--- src/rtl/uart_rx_frame_fifo.sv ---
// uart_rx_frame_fifo: decodes raw UART frames (data, parity, stop, break)
// and buffers the results in a first-word-fall-through FIFO with a
// valid/ready interface, sticky overflow flag and saturating drop counter.
module uart_rx_frame_fifo #(
    parameter int FRAME_BITS = 10,
    parameter int DATA_BITS  = 8,
    parameter int PARITY_EN  = 1,
    parameter int PARITY_ODD = 0,
    parameter int FIFO_DEPTH = 16
) (
    input  logic                            clk,
    input  logic                            reset,
    input  logic [FRAME_BITS-1:0]           in_frame,
    input  logic                            in_valid,
    output logic                            out_valid,
    input  logic                            out_ready,
    output logic [DATA_BITS-1:0]            out_data,
    output logic                            out_parity_err,
    output logic                            out_frame_err,
    output logic                            out_break,
    output logic [$clog2(FIFO_DEPTH):0]     fifo_count,
    output logic                            overflow,
    output logic [7:0]                      drop_count,
    input  logic                            clear_status
);

    localparam int   AW      = $clog2(FIFO_DEPTH);
    localparam int   CW      = AW + 1;
    localparam int   EW      = DATA_BITS + 3;
    localparam logic ODD_BIT = (PARITY_ODD != 0);
    localparam logic PAR_ON  = (PARITY_EN != 0);

    // Drop counter saturates at its maximum instead of wrapping.
    function automatic logic [7:0] sat_inc(input logic [7:0] v);
        return (v == 8'hFF) ? v : v + 8'd1;
    endfunction

    logic [DATA_BITS-1:0] dec_data;
    logic                 dec_stop;
    logic                 dec_par_bit;
    logic                 dec_parity_err;
    logic                 dec_frame_err;
    logic                 dec_break;
    logic                 unused_frame_bits;

    logic [EW-1:0]        mem [FIFO_DEPTH];
    logic [AW-1:0]        rd_ptr;
    logic [AW-1:0]        wr_ptr;
    logic [CW-1:0]        count;
    logic                 full;
    logic                 push;
    logic                 pop;
    logic                 drop;
    logic [EW-1:0]        head;

    // Frame decode; bits above the stop bit are don't-care.
    always_comb begin
        dec_data          = in_frame[DATA_BITS-1:0];
        dec_stop          = in_frame[DATA_BITS+PARITY_EN];
        dec_par_bit       = in_frame[DATA_BITS];
        dec_parity_err    = PAR_ON & ((^dec_data) ^ dec_par_bit ^ ODD_BIT);
        dec_frame_err     = ~dec_stop;
        dec_break         = dec_frame_err & (dec_data == '0);
        unused_frame_bits = ^in_frame;
    end

    // Handshake decisions; a full FIFO still accepts when the head leaves this cycle.
    always_comb begin
        full  = (count == CW'(FIFO_DEPTH));
        pop   = out_valid & out_ready;
        push  = in_valid & (~full | pop) & ~reset;
        drop  = in_valid & full & ~pop;
        head  = out_valid ? mem[rd_ptr] : '0;
    end

    assign out_valid      = (count != '0);
    assign fifo_count     = count;
    assign out_data       = head[DATA_BITS-1:0];
    assign out_parity_err = head[DATA_BITS];
    assign out_frame_err  = head[DATA_BITS+1];
    assign out_break      = head[DATA_BITS+2];

    // Storage array is written on push only; contents need no reset.
    always_ff @(posedge clk) begin
        if (push) begin
            mem[wr_ptr] <= {dec_break, dec_frame_err, dec_parity_err, dec_data};
        end
    end

    // Pointers and occupancy; pointers wrap naturally at the power-of-two depth.
    always_ff @(posedge clk) begin
        if (reset) begin
            rd_ptr <= '0;
            wr_ptr <= '0;
            count  <= '0;
        end else begin
            if (push) wr_ptr <= wr_ptr + AW'(1);
            if (pop)  rd_ptr <= rd_ptr + AW'(1);
            count <= count + CW'(push) - CW'(pop);
        end
    end

    // Overflow status; a drop in the same cycle as a clear takes precedence.
    always_ff @(posedge clk) begin
        if (reset) begin
            overflow   <= 1'b0;
            drop_count <= 8'd0;
        end else if (drop) begin
            overflow   <= 1'b1;
            drop_count <= clear_status ? 8'd1 : sat_inc(drop_count);
        end else if (clear_status) begin
            overflow   <= 1'b0;
            drop_count <= 8'd0;
        end
    end

endmodule

--- config.mk ---
export PLATFORM = sky130hd
export DESIGN_NAME = uart_rx_frame_fifo
export DESIGN_NICKNAME = d
export VERILOG_FILES = /design/src/rtl/uart_rx_frame_fifo.sv
export SDC_FILE = /design/constraint.sdc
export NUM_CORES = 1
export LEC_CHECK = 0
export CAP_MARGIN = 20
export CORE_MARGIN = 3
export CORE_UTILIZATION = 43
export CTS_CLUSTER_SIZE = 20
export DETAILED_ROUTE_END_ITERATION = 12
export SYNTH_ARGS = -nofsm -noshare
export SYNTH_HDL_FRONTEND = slang
export SYNTH_SLANG_ARGS = --single-unit
--- constraint.sdc ---
create_clock -name clk -period 4.9 [get_ports clk]
set_input_delay 1.225 -clock clk [delete_from_list [all_inputs] [get_ports clk]]
set_output_delay 1.225 -clock clk [all_outputs]
set_load 0.005 [all_outputs]
# Word-level counts from Yosys, hierarchy flattened
# Memory sizes are Yosys's and may differ from the RTL's. A register that Yosys moved wholly into a read port is not among the register bits.
# Cells that the tools add are included.
# totals
ff_bits,22
mem_bits_rw,176
in_bits,15
out_inout_bits,26
word_cells,42
memories,1
# memory_table
name,words,word_bits,read_ports,rd_ports_with_merged_regs,write_ports,line,rtl
mem,16,11,1,1,1,46,logic [EW-1:0] mem [FIFO_DEPTH];
# classes
add_sub_neg,5
eq_ne,3
muxes,11
n_bitwise,12
reduce_logical,5
# op_table
op,n
$mux 8,4
$mux 11,1
$add 4x1->4 const B,2
$add 8x1->8 const B,1
$eq 8x8->1 const B,1
$logic_not 8->1,1
$mux 4,2
$reduce_xor 8->1,1
$and 1x1->1,6
$add 5x1->5,1
$eq 5x5->1 const B,1
$reduce_bool 5->1,1
$sub 5x1->5,1
$mux 1,4
$not 1->1,4
$ne 2x2->1 const B,1
$reduce_and 2->1,1
$reduce_bool 2->1,1
$or 1x1->1,1
$xor 1x1->1,1

# Longest topological paths before layout
# logic_depth
depth_word,7
depth_mapped,14
ltp_nobuf,14

# Least setup slack after synthesis
# OpenSTA, ideal clock, no wires.
# synth_path
kind,input -> register
startpoint,input out_ready
endpoint,register count[4] (netlist: fifo_count[4])
setup_time_ps,130
arrival_time_ps,2929
t_required_ps,4770
path_slack_ps,1840
stages,12
path_buffers,0
cell_sequence,nand2b_1 o21a_1 nand2b_1 ha_1 inv_1 ha_1 inv_1 fa_1 nor2b_1 o21bai_1 a21oi_1 nor3b_1
# synth_via
elab_chain_len,6
# synth_rtl
element,line,rtl
"start, declared",16,"input logic out_ready,"
$and 1x1->1 *,70,pop = out_valid & out_ready;
$or 1x1->1,71,push = in_valid & (~full | pop) & ~reset;
$and 1x1->1 (2 in a row),71,
$add 5x1->5,99,count <= count + CW'(push) - CW'(pop);
$sub 5x1->5 *,99,
"end signal, assigned",99,
"end, declared",49,logic [CW-1:0] count;
# Mark *: on every way between the ends. The rest lies on a longest branch, timed or not.
# A chain may end at the register's enable or synchronous reset.

==> results.py <==
metrics = {
    "critical_path": {
        "required_ns": 3.67,
        "crit_fanout": 32,
        "worst_ep_arrival_time_ns": 3.07,
        "start_kind": "flop",
        "crit_type": "flop to output pin",
        "end_kind": "output pin",
    },
    "drt": {
        "wl_per_cell_microns": 21.9,
        "drt_iter0_drc": 210,
        "ant_nets": 0,
        "dr_total_vias": 4257,
        "drtPass1Iterations": 4,
        "wirelength_microns": 17000,
        "route.detailed.drc": 0,
        "drt-vias-per-instance": 5.49,
    },
    "floorplan": {
        "die_x_microns": 144,
        "ios": 41,
        "die_area_sq_um": 20800,
        "core_area_sq_um": 18300,
        "num_rows": 49,
        "initial_core_util": 0.448,
        "die_y_microns": 144,
    },
    "timing": {
        "relSlewSlack": 0.345,
        "setup_viol": 0,
        "final.min_clock_period_ns": 4.29,
        "min_period_over_period": 0.876,
        "worst_pin_slew_ns": 0.975,
        "grt_setup_unrepaired": "no",
        "slew_viol_final": 0,
        "setup_tns_ns": 0,
        "fmax_ghz": 0.233,
        "hold_slack_ns": 0.479,
        "skew_ns": 0.0108,
        "finalHoldViolCount": 0,
    },
    "run_status": {
        "status": "complete, no violations",
    },
    "cts": {
        "cts_resized": 0,
        "cts_hold_buf": 0,
        "htree_levels": 1,
        "cts_tree": "yes",
        "clock_sinks": 202,
        "postCtsSetupBuffers": 0,
        "ctsRootBufferMaster": "clkbuf_16",
        "clkTransAtPathRegs_ns": 0.06,
        "insertion_delay_ns": 0.49,
        "cts_buffer_depth": 3,
        "cts_made_buffers": 22,
    },
    "grt": {
        "grt.total_usage": 0.169,
        "overflow": 0,
        "antenna_found_initial": 0,
        "grt_max_degree": 33,
        "grt_pass1_vias": 4518,
        "grt_pass1_wl_microns": 26300,
    },
    "finish": {
        "area_growth_pct": 19.0,
        "ff_latch_area_sq_um": 5810,
        "multiInputGateArea_sq_um": 2240,
        "drive_gt1_frac": 0.225,
        "utilization": 0.533,
        "num-fill-cells": 1462,
        "antenna_cells": 0,
        "fin_area_sq_um": 9780,
        "nets": 563,
    },
    "placed_design": {
        "gp_congestion": 0.782,
        "placed_area_sq_um": 9020,
        "io_buffers": 40,
        "hpwl_microns": 10500,
    },
    "synthesis": {
        "synth_top_area_share": 0.644,
        "synth_top_cell_by_area": "edfxtp_1",
        "async_reset_ff_frac": 0,
        "synth_seq_cells": 202,
        "synth.net_count": 495,
        "synth_warnings": 0,
        "ys_seq_area_frac": 0.707,
        "synth_flop_cell": "edfxtp_1",
        "syn_avg_cell_area_sq_um": 17.7,
        "synth_cells": 463,
        "syn_area_sq_um": 8210,
        "synth_cell_types": 40,
        "ys_top_cells_by_area": "edfxtp_1, mux4_2, dfxtp_1",
        "synth-edff-count": 176,
    },
    "power": {
        "ir_worst_vdd_mv": 0.344,
        "p_total_mw": 4.69,
        "power_density_nw_per_um2": 480,
        "leakagePower_nw": 3.18,
    },
    "worst_hold_path": {
        "hold_path_class": "flop to flop",
    },
    "flow_run": {
        "cap_violations": 0,
    },
}
==> logic make-up after synthesis <==
family / share of synthesized area
AO/OA/AOI/OAI: 0.0297
flip-flops: 0.707
buffers and inverters: 0.0207
multiplexers: 0.153
XOR/XNOR: 0.0117
AND/OR/NAND/NOR: 0.0512
adder cells (fa/ha/maj): 0.0268
==> Yosys cell counts (4+ instances only) <==
master    number
o31ai_1        5
ha_1          16
a21oi_1       21
mux4_2        44
o21ai_0       12
clkbuf_1       6
xor2_1         4
nand2b_1       5
xnor2_1        7
nand2_1        7
or4_1          4
nor2_1        30
mux2_2        12
nor2b_1        4
buf_2         10
inv_1         20
edfxtp_1     176
mux2i_1       13
dfxtp_1       26
nand3_1       10
==> worst max-delay path, cell delays in order (launching register included) <==
cell and delay (ns):
dfxtp_2 0.65, buf_12 0.32, mux4_2 0.58, mux2_2 0.27
o21ai_0 0.19, a21oi_1 0.07, clkdlybuf4s50_1 0.50
==> through the flow <==
step                instances  setup WS, ns
finish                    776         0.606
global route              776         0.409
CTS                       776         0.518
detailed placement        736         0.901
global placement          736          1.06
floorplan                 463          1.84
==> cell usage in the layout (no fill, tap or decap), drive strengths merged, types with 4 or more instances in the layout <==
cell type	synthesis	layout
a21oi	21	21
buf	14	24
clkbuf	6	30
clkdlybuf4s50	0	40
clkinv	0	6
dfxtp	26	26
edfxtp	176	176
ha	16	16
inv	20	21
mux2	12	12
mux2i	13	13
mux4	44	44
nand2	7	7
nand2b	5	5
nand3	10	10
nor2	30	30
nor2b	4	4
o21ai	12	12
o31ai	5	5
or4	4	4
xnor2	7	7
xor2	4	4
==> worst paths after layout <==
check                                    from            end  slack, ns  cells past startpoint
worst min-delay path                 overflow       overflow       0.48                      2
worst max-delay path                     flop    out_data[2]       0.61                      6
worst min register to register       overflow       overflow       0.48                      2
worst max register to register  fifo_count[2]  fifo_count[4]       1.68                     13
==> sequential cells by signal, summed over array words and instances, names as in the netlist, named ones only <==
name	cells
fifo_count	5
overflow	1
wr_ptr	4
drop_count	8
mem	176
rd_ptr	4
==> layer usage <==
metal  up-vias  wire (microns)  global-route usage
met5         -               0                   0
met1      2190            7200               0.218
met2        89            8780               0.305
li1       1953               -                   -
met3        25             735              0.0238
met4         0             295              0.0407
==> layout make-up <==
| type | count | share of cell area |
|---|---|---|
| flip-flops and latches | 202 | 0.594 |
| repair buffers | 64 | 0.0619 |
| well taps | 229 | 0.0293 |
| clock inverters | 10 | 0.0129 |
| inverters | 20 | 0.00768 |
| clock buffers | 30 | 0.0646 |
| multi-input cells | 221 | 0.229 |
==> power by group <==
group / leakage, nW / total (mW) / switching (mW) / internal, mW
logic: 0.997 / 0.977 / 0.444 / 0.534
registers: 1.80 / 2.01 / 0.0718 / 1.94
clock network: 0.375 / 1.70 / 0.636 / 1.06
total: 3.18 / 4.69 / 1.15 / 3.54
Note: power is estimated with default switching activity, not from simulation.
